## config.mk

```make
export PLATFORM = sky130hd
export DESIGN_NAME = lsu_mem_initiator
export DESIGN_NICKNAME = d
export VERILOG_FILES = /design/src/rtl/lsu_mem_initiator.sv
export SDC_FILE = /design/constraint.sdc
export NUM_CORES = 1
export LEC_CHECK = 0
export BUFFER_PORTS_ARGS = -buffer_cell sky130_fd_sc_hd__buf_4
export CORE_ASPECT_RATIO = 0.8
export CORE_MARGIN = 2
export CORE_UTILIZATION = 30
export DETAILED_ROUTE_END_ITERATION = 12
export PLACE_DENSITY = 0.53
export SLEW_MARGIN = 20
export SYNTH_ARGS = -nofsm -noshare
export SYNTH_HDL_FRONTEND = slang
export SYNTH_SLANG_ARGS = --single-unit
export TNS_END_PERCENT = 100
```

## constraint.sdc

```tcl
create_clock -name clk -period 4.9 [get_ports clk]
set_clock_uncertainty 0.2 [all_clocks]
set_input_delay 1.47 -clock clk [delete_from_list [all_inputs] [get_ports clk]]
set_output_delay 1.47 -clock clk [all_outputs]
set_load 0.01 [all_outputs]
```

## src/rtl/lsu_mem_initiator.sv

```systemverilog
// RV32I load/store initiator: turns one core op at a time into a byte-masked
// 32-bit memory request and returns one extended (or error) result per op.
module lsu_mem_initiator #(
  parameter int ADDR_W  = 15,
  parameter int TIMEOUT = 15
) (
  input  logic              clk,
  input  logic              rstf,
  input  logic              req_valid,
  output logic              req_ready,
  input  logic              req_we,
  input  logic [2:0]        req_funct3,
  input  logic [ADDR_W-1:0] req_addr,
  input  logic [31:0]       req_wdata,
  output logic              rsp_valid,
  input  logic              rsp_ready,
  output logic [31:0]       rsp_data,
  output logic              rsp_err,
  output logic              m_valid,
  input  logic              m_ready,
  output logic              m_we,
  output logic [ADDR_W-1:0] m_addr,
  output logic [31:0]       m_data,
  output logic [3:0]        m_mask,
  input  logic              s_valid,
  output logic              s_ready,
  input  logic [31:0]       s_data
);

  localparam int CNT_W = (TIMEOUT > 0) ? $clog2(TIMEOUT + 1) : 1;
  localparam logic [CNT_W-1:0] CNT_LAST = CNT_W'((TIMEOUT > 0) ? TIMEOUT - 1 : 0);
  localparam logic [CNT_W-1:0] CNT_MAX  = {CNT_W{1'b1}};

  typedef enum logic [1:0] {
    ST_IDLE  = 2'd0,
    ST_ISSUE = 2'd1,
    ST_WAIT  = 2'd2,
    ST_RESP  = 2'd3
  } state_t;

  function automatic logic op_bad(input logic we, input logic [2:0] f3, input logic [1:0] lo);
    logic bad_v;
    case (f3)
      3'b000:  bad_v = 1'b0;
      3'b001:  bad_v = lo[0];
      3'b010:  bad_v = (lo != 2'b00);
      3'b100:  bad_v = we;
      3'b101:  bad_v = we | lo[0];
      default: bad_v = 1'b1;
    endcase
    return bad_v;
  endfunction

  function automatic logic [31:0] store_data(input logic [2:0] f3, input logic [31:0] wd);
    logic [31:0] d_v;
    case (f3[1:0])
      2'b00:   d_v = {4{wd[7:0]}};
      2'b01:   d_v = {2{wd[15:0]}};
      default: d_v = wd;
    endcase
    return d_v;
  endfunction

  function automatic logic [3:0] store_mask(input logic [2:0] f3, input logic [1:0] lo);
    logic [3:0] m_v;
    case (f3[1:0])
      2'b00:   m_v = 4'b0001 << lo;
      2'b01:   m_v = lo[1] ? 4'b1100 : 4'b0011;
      default: m_v = 4'b1111;
    endcase
    return m_v;
  endfunction

  // Lane select by address offset, then sign- or zero-extend per funct3.
  function automatic logic [31:0] load_ext(input logic [2:0] f3, input logic [1:0] lo,
                                           input logic [31:0] d);
    logic [31:0] sh_v;
    logic [15:0] h_v;
    logic [31:0] r_v;
    sh_v = d >> {lo, 3'b000};
    h_v  = lo[1] ? d[31:16] : d[15:0];
    case (f3)
      3'b000:  r_v = {{24{sh_v[7]}}, sh_v[7:0]};
      3'b001:  r_v = {{16{h_v[15]}}, h_v};
      3'b100:  r_v = {24'd0, sh_v[7:0]};
      3'b101:  r_v = {16'd0, h_v};
      default: r_v = d;
    endcase
    return r_v;
  endfunction

  state_t            state_r, state_nx_s;
  logic              req_ready_r, req_ready_nx_s;
  logic              rsp_valid_r, rsp_valid_nx_s;
  logic [31:0]       rsp_data_r, rsp_data_nx_s;
  logic              rsp_err_r, rsp_err_nx_s;
  logic              m_valid_r, m_valid_nx_s;
  logic              m_we_r, m_we_nx_s;
  logic [ADDR_W-1:0] m_addr_r, m_addr_nx_s;
  logic [31:0]       m_data_r, m_data_nx_s;
  logic [3:0]        m_mask_r, m_mask_nx_s;
  logic              s_ready_r, s_ready_nx_s;
  logic [CNT_W-1:0]  cnt_r, cnt_nx_s;
  logic [2:0]        op_f3_r, op_f3_nx_s;
  logic [1:0]        op_lo_r, op_lo_nx_s;

  // Next-state and next-output logic for the IDLE/ISSUE/WAIT/RESP sequencer.
  always_comb begin
    state_nx_s     = state_r;
    req_ready_nx_s = 1'b0;
    rsp_valid_nx_s = 1'b0;
    rsp_data_nx_s  = 32'd0;
    rsp_err_nx_s   = 1'b0;
    m_valid_nx_s   = 1'b0;
    m_we_nx_s      = 1'b0;
    m_addr_nx_s    = '0;
    m_data_nx_s    = 32'd0;
    m_mask_nx_s    = 4'd0;
    s_ready_nx_s   = 1'b0;
    cnt_nx_s       = cnt_r;
    op_f3_nx_s     = op_f3_r;
    op_lo_nx_s     = op_lo_r;
    case (state_r)
      ST_IDLE: begin
        req_ready_nx_s = 1'b1;
        if (req_valid && req_ready_r) begin
          req_ready_nx_s = 1'b0;
          op_f3_nx_s     = req_funct3;
          op_lo_nx_s     = req_addr[1:0];
          if (op_bad(req_we, req_funct3, req_addr[1:0])) begin
            state_nx_s     = ST_RESP;
            rsp_valid_nx_s = 1'b1;
            rsp_err_nx_s   = 1'b1;
          end else begin
            state_nx_s   = ST_ISSUE;
            m_valid_nx_s = 1'b1;
            m_we_nx_s    = req_we;
            m_addr_nx_s  = {req_addr[ADDR_W-1:2], 2'b00};
            m_data_nx_s  = req_we ? store_data(req_funct3, req_wdata) : 32'd0;
            m_mask_nx_s  = req_we ? store_mask(req_funct3, req_addr[1:0]) : 4'b1111;
          end
        end else begin
          state_nx_s = ST_IDLE;
        end
      end
      ST_ISSUE: begin
        if (m_ready && m_valid_r) begin
          if (m_we_r) begin
            state_nx_s     = ST_RESP;
            rsp_valid_nx_s = 1'b1;
          end else begin
            state_nx_s   = ST_WAIT;
            s_ready_nx_s = 1'b1;
            cnt_nx_s     = '0;
          end
        end else begin
          m_valid_nx_s = 1'b1;
          m_we_nx_s    = m_we_r;
          m_addr_nx_s  = m_addr_r;
          m_data_nx_s  = m_data_r;
          m_mask_nx_s  = m_mask_r;
        end
      end
      ST_WAIT: begin
        if (s_valid) begin
          state_nx_s     = ST_RESP;
          rsp_valid_nx_s = 1'b1;
          rsp_data_nx_s  = load_ext(op_f3_r, op_lo_r, s_data);
        end else if ((TIMEOUT != 0) && (cnt_r == CNT_LAST)) begin
          state_nx_s     = ST_RESP;
          rsp_valid_nx_s = 1'b1;
          rsp_err_nx_s   = 1'b1;
        end else begin
          s_ready_nx_s = 1'b1;
          cnt_nx_s     = (cnt_r == CNT_MAX) ? cnt_r : cnt_r + CNT_W'(1);
        end
      end
      ST_RESP: begin
        if (rsp_ready) begin
          state_nx_s     = ST_IDLE;
          req_ready_nx_s = 1'b1;
        end else begin
          rsp_valid_nx_s = 1'b1;
          rsp_data_nx_s  = rsp_data_r;
          rsp_err_nx_s   = rsp_err_r;
        end
      end
      default: begin
        state_nx_s = ST_IDLE;
      end
    endcase
  end

  // State, registered outputs, timeout counter and captured op.
  always_ff @(posedge clk or negedge rstf) begin
    if (!rstf) begin
      state_r     <= ST_IDLE;
      req_ready_r <= 1'b0;
      rsp_valid_r <= 1'b0;
      rsp_data_r  <= 32'd0;
      rsp_err_r   <= 1'b0;
      m_valid_r   <= 1'b0;
      m_we_r      <= 1'b0;
      m_addr_r    <= '0;
      m_data_r    <= 32'd0;
      m_mask_r    <= 4'd0;
      s_ready_r   <= 1'b0;
      cnt_r       <= '0;
      op_f3_r     <= 3'd0;
      op_lo_r     <= 2'd0;
    end else begin
      state_r     <= state_nx_s;
      req_ready_r <= req_ready_nx_s;
      rsp_valid_r <= rsp_valid_nx_s;
      rsp_data_r  <= rsp_data_nx_s;
      rsp_err_r   <= rsp_err_nx_s;
      m_valid_r   <= m_valid_nx_s;
      m_we_r      <= m_we_nx_s;
      m_addr_r    <= m_addr_nx_s;
      m_data_r    <= m_data_nx_s;
      m_mask_r    <= m_mask_nx_s;
      s_ready_r   <= s_ready_nx_s;
      cnt_r       <= cnt_nx_s;
      op_f3_r     <= op_f3_nx_s;
      op_lo_r     <= op_lo_nx_s;
    end
  end

  assign req_ready = req_ready_r;
  assign rsp_valid = rsp_valid_r;
  assign rsp_data  = rsp_data_r;
  assign rsp_err   = rsp_err_r;
  assign m_valid   = m_valid_r;
  assign m_we      = m_we_r;
  assign m_addr    = m_addr_r;
  assign m_data    = m_data_r;
  assign m_mask    = m_mask_r;
  assign s_ready   = s_ready_r;

endmodule

```

==> results of run 1 <==
[layout make-up]
class / instances / area share
Clock buffer: 11 / 0.03556
Sequential cell: 98 / 0.3593
Clock inverter: 5 / 0.005500
Timing Repair Buffer: 182 / 0.2002
Tap cell: 220 / 0.04033
Inverter: 13 / 0.007149
Multi-Input combinational cell: 379 / 0.3520
[power by group through the flow]
stage	clock network (mW)	logic, mW	registers (mW)
after floorplan	0	0.617	1.01
after global placement	0	0.948	1.03
after detailed placement	0	0.964	1.03
after CTS	0.707	0.967	1.02
after global routing	0.735	1.06	1.04
final	0.679	0.961	1.02
[tightest hold or removal path, cell delays in order (launching register included)]
cell	delay, ps
dfrtp_1	340
nand2_1	50
o31ai_1	50
[sequential cells by signal, summed over array words and instances, names as in the netlist, 2 cells and up]
name / cells
op_f3_r: 3
m_addr: 13
m_data: 32
state_r: 2
rsp_data: 32
m_mask: 4
cnt_r: 4
op_lo_r: 2
[per-stage QoR]
step	cells	total power, mW	cell area (µm²)
after floorplan	529	1.632	5089
after global placement	892	1.981	6545
after detailed placement	892	1.998	6545
after CTS	908	2.696	6825
after global routing	908	2.834	6825
final	908	2.660	6825
[placed cells by master (no fill, tap or decap), types with 13 or more instances in the layout]
cell and n:
o21ai_0 16, nor2_1 21, nand3_1 35, inv_1 13, dfrtp_1 98, buf_4 182
a21oi_1 21, mux2i_1 38, nand2_1 108, o31ai_2 21, o21ai_1 19, nor2b_1 15
a22o_1 15
[metal layers]
metal,track usage,vias up,wire [µm]
met5,0,-,0
met4,0.04643,0,190
met3,0.03736,15,877
met2,0.2683,137,7182
met1,0.2504,2160,7441
li1,-,2164,-
[cell families after synthesis]
kind of cell,after synthesis,synth area share
buffers and inverters,52,0.04675
adders and majority gates,6,0.01476
AOI/OAI and AO/OA,129,0.1905
and+or+nand+nor,197,0.1725
muxes,45,0.09252
DFF,98,0.4823
other,1,0.0007375
[final timing paths]
kind	end	depth (start not counted)	slack, ps	startpoint
hold reg to reg	rsp_data[15]	2	280	rsp_data[15]
setup reg to reg	m_data[9]	6	2350	state_r[0]
hold / removal	rsp_data[15]	2	280	rsp_data[15]
max in group asynchronous	rsp_data[24]	2	2730	rstf
setup / recovery	m_data[9]	5	1550	req_funct3[0]
min in group asynchronous	m_data[29]	1	960	rstf
==> results by group, run 1 <==
Clocking
  – CTS tree: done
  – Cts bufs inserted: 9
  – Clk_lat worst skew: approximately 350 ps
  – Clock buffer depth: 2
  – CTS sink cnt: 98
  – Resize count post-CTS: 0
  – Clock root cell: clkbuf_16
  – CTS clk-pin slew, worst paths: roughly 70 ps
  – H-tree levels: 3
  – Cts hold-fix bufs: 0
  – # Post-CTS Setup Buffers: 0

Place
  – Half-perimeter wire length after detailed placement: around 12 mm
  – Post-place setup slack: 1198 ps
  – Number of port buffers: 175
  – GPL Wtd Cong: around 0.8

Logic synthesis
  – Avg Cell Area, Syn: 9.630 µm²
  – Synth cell count leaders: nand2_1, dfrtp_1, mux2i_1
  – Share of the yosys chip area belonging to registers: 0.4823
  – Synth unique cells: 47
  – Top post-synthesis cells by area: dfrtp_1, nand2_1, mux2i_1
  – Most common cell in the netlist: nand2_1
  – Post-synth EDFFs: 0
  – Area share of the largest cell type after synthesis: 0.4823
  – Post-synth ARST share: 1.000
  – Synth Register Bits: 98
  – Synth Flop Type: dfrtp_1
  – Mapped Area: 5085 µm²
  – Ys Warns: 0
  – Cell count after synthesis: 528
  – Cell taking the most area after synthesis: dfrtp_1

Route
  – # DRC: 0
  – Router iterations before antenna repair: 5
  – Drt via density: 4.930
  – Antenna Violating Nets Remaining: 0
  – Iter 0 DRT Violations: between 200 and 300
  – Vias: about 4,500
  – Avg WL per Cell: 17.28 µm
  – Detailed Route WL: 15.69 mm

Global route
  – GR Util All Layers: 0.1750
  – Initial antenna violation count: 0
  – Wire length of the first global-routing pass: around 24 mm
  – Total gr overflow: 0
  – Vias in the first global route: 4,387
  – Largest net degree at the start of global routing: 55

Final layout
  – Final core utilization: 0.4123
  – Nets: roughly 800
  – Antenna cells: 0
  – # fillers: around 1,600
  – Ratio of cells with drive above 1 in the final layout: 0.3372
  – Reg area: roughly 2500 µm²
  – Area occupied by multi-input gates: around 2400 µm²
  – Area growth syn-to-layout: 34.23%

Setup path
  – CP top delay family: simple AND/OR/NAND/NOR gates
  – Bufs and invs on worst path: 1
  – Worst endpoint data arrival time: approximately 3400 ps
  – Slowest CP cell: or4_4
  – Maximum net fanout on the critical path: 33
  – Endpoint kind of the worst setup timing path: flip-flop
  – Critical Path Source Type: input port
  – Critical path type: in -> reg
  – CP peak stage delay: approximately 570 ps
  – Worst Path Required: between 4000 and 5000 ps
  – Crit-path cells: buf_4 -> or4_4 -> a21oi_2 -> nand2_2 -> o31ai_1

Floorplan
  – Die width: around 150 µm
  – Die footprint: roughly 18,000 µm²
  – Starting density of the core: 0.3072
  – Row Count: 42
  – Die Span Y: approximately 120 µm
  – I/O pin total: roughly 180
  – Core Region: about 17,000 µm²

STA
  – Minimum clock period: 3348 ps
  – Final hold vios: 0
  – RSZ-0062 raised after global routing: false
  – Tcrit/Tclk final: 0.6833
  – Tightest Pin Transition: ~930 ps
  – Setup violations, final: 0
  – Final worst setup slack: 1552 ps
  – Peak Freq: 298.7 MHz
  – Post-Route Setup TNS: 0 ps
  – Slew headroom: 0.3780
  – Max Slew Vio Count: 0
  – Hold slack final: between 200 and 300 ps

Outcome
  – Outcome: completed

Job
  – Max-Cap Viols: 0

Pwr
  – Clock power share: 0.255
  – Peak VDD IR: 0.0001682 V
  – Cell area power density: a little under 400 nW/µm²
  – Reg power frac: 0.384
  – Pint: ~1.7 mW
  – Logic pwr share: 0.361
  – Net Switching: between 1 and 1.5 mW
  – Lkg Pwr: roughly 3.4 nW
  – Sw frac: 0.3768

Min path
  – Worst min path class: reg -> reg
(Power assumes the default switching activity.)
==> run 2, diff against run 1 <==
==> constraint.sdc (replaced) <==
create_clock -name clk -period 3.4 [get_ports clk]
set_clock_uncertainty 0.2 [all_clocks]
set_input_delay 1.02 -clock clk [delete_from_list [all_inputs] [get_ports clk]]
set_output_delay 1.02 -clock clk [all_outputs]
set_load 0.01 [all_outputs]
==> run 2 against run 1 <==
  * Die area unchanged
  * Hold slack barely moved
  * Register-to-register slack got worse by 1300 ps
  * Total power up 47%
  * Via count decreased by 0.49%
  * Utilization is 0.34 points higher
  * Sequential share of layout area fell by 0.29 points
==> results by group, run 2 (synthesized netlist as in run 1, its figures left out) <==
Outcome
  – Outcome: completed

STA
  – Final hold vios: 0
  – Peak Freq: ~400 MHz
  – Max Slew Vio Count: 0
  – Setup violations, final: 0
  – RSZ-0062 raised after global routing: false
  – Post-Route Setup TNS: 0 ps
  – Slew headroom: 0.5192
  – Minimum clock period: between 2000 and 3000 ps
  – Tcrit/Tclk final: 0.7491
  – Tightest Pin Transition: 721.2 ps

Setup path
  – Endpoint kind of the worst setup timing path: flip-flop
  – Critical path type: in -> reg
  – Slowest CP cell: or4_4
  – Crit-path cells: buf_4 -> or4_4 -> a21oi_2 -> nand2_2 -> buf_4 -> o31ai_1
  – Worst endpoint data arrival time: around 2600 ps
  – Critical Path Source Type: input port
  – Reg2Reg Launch Point: state_r[0]
  – Worst Path Required: roughly 3500 ps
  – Cell mode on critical path: buf_4
  – Crit Reg-Reg Endpoint: rsp_data[8]
  – CP peak stage delay: 570 ps
  – Reg2Reg Depth: 5
  – Worst R2R Setup Slack: 1050 ps
  – Maximum net fanout on the critical path: 33

Clocking
  – H-tree levels: 3
  – Cts bufs inserted: 9
  – Clock buffer depth: 2
  – Resize count post-CTS: 0
  – CTS sink cnt: 98
  – CTS clk-pin slew, worst paths: ~70 ps
  – Clock root cell: clkbuf_16
  – # Post-CTS Setup Buffers: 0
  – Clk_lat worst skew: around 360 ps
  – Cts hold-fix bufs: 0
  – CTS tree: done

Min path
  – Worst Hold End: m_mask[2]
  – Hold depth: 2
  – Worst min path class: reg -> reg
  – Hold wc startpoint: m_mask[2]

Place
  – Number of port buffers: between 150 and 200
  – GPL Wtd Cong: between 0.8 and 0.9
  – Half-perimeter wire length after detailed placement: roughly 12 mm

Route
  – Vias: roughly 4,500
  – Drt via density: 4.895
  – Antenna Violating Nets Remaining: 0
  – # DRC: 0
  – Iter 0 DRT Violations: between 200 and 300
  – Router iterations before antenna repair: 4
  – Detailed Route WL: approximately 16 mm
  – Avg WL per Cell: 17.16 µm

Pwr
  – Final total power: slightly below 4 mW
  – Cell area power density: approximately 570 nW/µm²
  – Peak VDD IR: around 0.00023 V
  – Lkg Pwr: 3.437 nW

Floorplan
  – Core Region: around 17,000 µm²
  – Die Span Y: roughly 120 µm
  – Row Count: 42
  – I/O pin total: ~180
  – Die width: about 150 µm
  – Starting density of the core: 0.3072
  – Die footprint: about 18,000 µm²

Global route
  – Largest net degree at the start of global routing: 54
  – Total gr overflow: 0
  – Wire length of the first global-routing pass: approximately 24 mm
  – GR Util All Layers: 0.1745
  – Vias in the first global route: about 4,300
  – Initial antenna violation count: 0

Job
  – Max-Cap Viols: 0

Final layout
  – # fillers: around 1,700
  – Area growth syn-to-layout: 35.33%
  – Reg area: approximately 2500 µm²
  – Most frequent cells in the layout: buf_4, nand2_1, dfrtp_1
  – Nets: 780
  – Commonest non-fill, non-tap cell in the layout: buf_4
  – Antenna cells: 0
  – Ratio of cells with drive above 1 in the final layout: 0.3391
  – Area occupied by multi-input gates: 2402 µm²
-- run 2: cell types whose count changed in the layout (fill, tap and decap cells not counted) --
cell / change
inv_6: -1
clkinv_4: +1
clkbuf_8: -1
buf_12: +2
bufinv_16: +1
-- run 2: final cells by class --
type                            instances  area share
Clock buffer                           10     0.03327
Clock inverter                          6    0.009818
Inverter                               13    0.007091
Multi-Input combinational cell        379      0.3491
Sequential cell                        98      0.3564
Tap cell                              220     0.04000
Timing Repair Buffer                  184      0.2044
-- run 2: metal layers --
| metal | up-vias | global-route usage | share of wire |
|---|---|---|---|
| met5 | - | 0 | 0 |
| met4 | 0 | 0.03988 | 0.012 |
| met3 | 14 | 0.04604 | 0.054 |
| met2 | 122 | 0.2663 | 0.47 |
| met1 | 2146 | 0.2478 | 0.47 |
| li1 | 2172 | - | - |
-- run 2: worst max path at each step --
stage	cells past startpoint	slack, ps	from	to
global route	6	790	req_funct3[0]	m_data[9]
global placement	6	540	req_funct3[0]	m_data[8]
finish	6	850	req_funct3[0]	m_data[31]
CTS	6	880	req_funct3[0]	m_data[31]
floorplan	5	910	req_funct3[0]	m_data[11]
detailed placement	6	500	req_funct3[0]	m_data[23]
-- run 2: per-stage QoR --
step,utilization,setup slack (ps),hold WS (ps),cell area [µm²],std cells
floorplan,-,912.8,298.9,5089,529
global placement,0.3978,542.9,267.0,6585,894
detailed placement,0.3978,496.2,268.1,6585,894
CTS,0.4157,875.8,284.9,6882,910
global route,0.4157,789.1,318.1,6882,910
finish,0.4157,853.1,283.4,6882,910
-- run 2: report_power, final --
| part | leakage (nW) | internal (mW) | switching [mW] | total [mW] |
|---|---|---|---|---|
| registers | 1.35 | 1.31 | 0.162 | 1.47 |
| clock network | 0.139 | 0.572 | 0.461 | 1.03 |
| logic | 1.95 | 0.583 | 0.821 | 1.40 |
-- run 2: worst max-delay path: cells and delay by family --
kind | cells | cell delay [ps]
AND/OR/NAND/NOR | 2 | 630
buffers and inverters | 2 | 460
AO/OA/AOI/OAI | 2 | 470
==> run 3, diff against run 2 <==
--- a/config.mk
+++ b/config.mk
@@ -5,6 +5,7 @@
 export SDC_FILE = /design/constraint.sdc
 export NUM_CORES = 1
 export LEC_CHECK = 0
+export ABC_AREA = 1
 export BUFFER_PORTS_ARGS = -buffer_cell sky130_fd_sc_hd__buf_4
 export CORE_ASPECT_RATIO = 0.8
 export CORE_MARGIN = 2
==> constraint.sdc (replaced) <==
create_clock -name clk -period 2.7 [get_ports clk]
set_clock_uncertainty 0.2 [all_clocks]
set_input_delay 0.81 -clock clk [delete_from_list [all_inputs] [get_ports clk]]
set_output_delay 0.81 -clock clk [all_outputs]
set_load 0.01 [all_outputs]
==> run 3 against run 2 <==
  * Clock power grew 29%
  * First-iteration DRC count grew 7.2%
  * Total power grew 34%
  * Combinational power grew 45%
  * Register-to-register slack lost 530 ps
  * Cell area is essentially flat
  * Global-route usage grew 0.46 points
  * Sequential power grew 27%
  * Largest cell class unchanged
  * Highest routed layer unchanged
==> results by group, run 3 <==
STA
  – RSZ-0062 raised after global routing: false
  – Peak Freq: 459.1 MHz
  – Post-Route Setup TNS: 0 ps
  – Slew headroom: 0.6413
  – Setup violations, final: 0
  – Hold slack final: between 200 and 250 ps
  – Tcrit/Tclk final: 0.8067
  – Max Slew Vio Count: 0
  – Tightest Pin Transition: between 500 and 600 ps
  – Minimum clock period: ~2200 ps
  – Final worst setup slack: ~520 ps
  – Final hold vios: 0

Logic synthesis
  – Synth Register Bits: between 90 and 100
  – Area share of the largest cell type after synthesis: 0.4841
  – Avg Cell Area, Syn: 7.758 µm²
  – Cell count after synthesis: around 650
  – Synth cell count leaders: nand2_1, dfrtp_1, nand3_1
  – Share of the yosys chip area belonging to registers: 0.4841
  – Mapped Area: about 5100 µm²
  – Most common cell in the netlist: nand2_1
  – Post-synth EDFFs: 0
  – Synth Flop Type: dfrtp_1
  – Post-synth ARST share: 1.000
  – Cell taking the most area after synthesis: dfrtp_1
  – Top post-synthesis cells by area: dfrtp_1, nand2_1, nand3_1
  – Synth unique cells: 34
  – Ys Warns: 0

Floorplan
  – Die width: 149.3 µm
  – I/O pin total: roughly 180
  – Row Count: 42
  – Starting density of the core: 0.3060
  – Core Region: about 17,000 µm²
  – Die footprint: roughly 18,000 µm²
  – Die Span Y: between 100 and 150 µm

Final layout
  – Ratio of cells with drive above 1 in the final layout: 0.2920
  – Final core utilization: 0.4160
  – Area growth syn-to-layout: 35.93%
  – Antenna cells: 0
  – Nets: 912
  – Final Non-Filler Cells: 1,042
  – Most frequent cells in the layout: nand2_1, buf_4, dfrtp_1
  – Commonest non-fill, non-tap cell in the layout: nand2_1

Place
  – Placed cell count: between 1,000 and 1,500
  – GPL Wtd Cong: 0.8074
  – Half-perimeter wire length after detailed placement: ~12 mm
  – Post-place setup slack: slightly below 400 ps
  – Number of port buffers: 175

Route
  – Antenna Violating Nets Remaining: 0
  – Iter 0 DRT Violations: approximately 300
  – Avg WL per Cell: 15.13 µm
  – Drt via density: between 4 and 5
  – Vias: between 4,000 and 5,000
  – Detailed Route WL: between 15 and 20 mm
  – Router iterations before antenna repair: 7
  – # DRC: 0

Setup path
  – CP peak stage delay: 420 ps
  – Critical Path Source Type: flip-flop
  – Endpoint kind of the worst setup timing path: flip-flop
  – Maximum net fanout on the critical path: 24
  – Crit-path cells: inv_1 -> ha_1 -> nand3_2 -> inv_2 -> o21ai_0 -> o21ai_2
  – Slowest CP cell: dfrtp_1
  – Worst Path Required: around 2800 ps
  – Worst endpoint data arrival time: about 2300 ps
  – Critical path type: reg -> reg

Clocking
  – # Post-CTS Setup Buffers: 0
  – Clock buffer depth: 2
  – CTS sink cnt: slightly below 100
  – Cts bufs inserted: 9
  – CTS tree: done
  – H-tree levels: 3
  – CTS clk-pin slew, worst paths: approximately 70 ps
  – Resize count post-CTS: 0
  – Clk_lat worst skew: around 350 ps
  – Clock root cell: clkbuf_16
  – Cts hold-fix bufs: 0

Job
  – Max-Cap Viols: 0

Global route
  – Total gr overflow: 0
  – Initial antenna violation count: 0
  – Wire length of the first global-routing pass: ~25 mm
  – GR Util All Layers: 0.1791
  – Largest net degree at the start of global routing: 37
  – Vias in the first global route: 4,528

Pwr
  – Cell area power density: around 760 nW/µm²
  – Lkg Pwr: 3.758 nW
  – Peak VDD IR: roughly 0.00031 V

Outcome
  – Outcome: completed

Min path
  – Worst min path class: in -> async
-- run 3: cell types whose count changed after synthesis, sizes merged, moves of 28 or more --
cell / previous run / this run
nand2: 109 / 224
mux2i: 38 / 0
o21ai: 36 / 72
nand3: 35 / 69
inv: 13 / 45
nor2: 21 / 49
-- run 3: cell type report --
class	count	area, µm²
Timing Repair Buffer	188	1436
Inverter	45	168.9
Sequential cell	98	2452
Multi-Input combinational cell	475	2252
Fill cell	1714	9667
Clock buffer	9	225.2
Clock inverter	7	76.32
Tap cell	220	275.3
-- run 3: worst paths after layout --
kind | slack (ps) | endpoint | from | depth (start not counted)
worst max-delay path | 520 | rsp_data[28] | state_r[0] | 6
max in group asynchronous | 1510 | m_data[6] | rstf | 2
min in group clk | 280 | m_mask[1] | m_mask[1] | 2
worst min register to register | 280 | m_mask[1] | m_mask[1] | 2
worst max register to register | 520 | rsp_data[28] | state_r[0] | 6
worst min-delay path | 210 | rsp_data[19] | rstf | 1
-- run 3: metal layers --
metal / up-vias / GRT usage / part of all wire
li1: 2438 / - / -
met1: 2158 / 0.2693 / 0.50
met2: 135 / 0.2569 / 0.43
met3: 16 / 0.04075 / 0.053
met4: 0 / 0.05000 / 0.016
met5: - / 0 / 0
-- run 3: cell families (layout without fill, tap and decap cells) --
kind of cell	Yosys count	count (layout)	share of synthesized area
compound gates	107	107	0.1237
xor+xnor	1	1	0.001729
fa+ha+maj	6	6	0.01482
buf+inv	81	249	0.07261
flops	98	98	0.4841
other cells	1	2	0.0007402
simple gates	359	359	0.3023
-- run 3: where the power goes --
part	switching [mW]	internal [mW]	total (mW)
combinational	1.33	0.707	2.03
sequential	0.172	1.69	1.86
clock	0.601	0.726	1.33
total	2.10	3.12	5.22
-- run 3: per-stage QoR --
| stage | instance area [µm²] | total power [mW] |
|---|---|---|
| CTS | 6887 | 5.282 |
| floorplan | 5070 | 3.173 |
| detailed placement | 6585 | 3.923 |
| finish | 6887 | 5.219 |
| global route | 6887 | 5.600 |
| global placement | 6585 | 3.934 |
-- run 3: worst max-delay path, delay by kind of cell, from the launching register on --
family | cells | cell delay, ps
buf+inv | 2 | 480
flops | 1 | 420
fa+ha+maj | 1 | 370
compound gates | 2 | 360
simple gates | 1 | 280
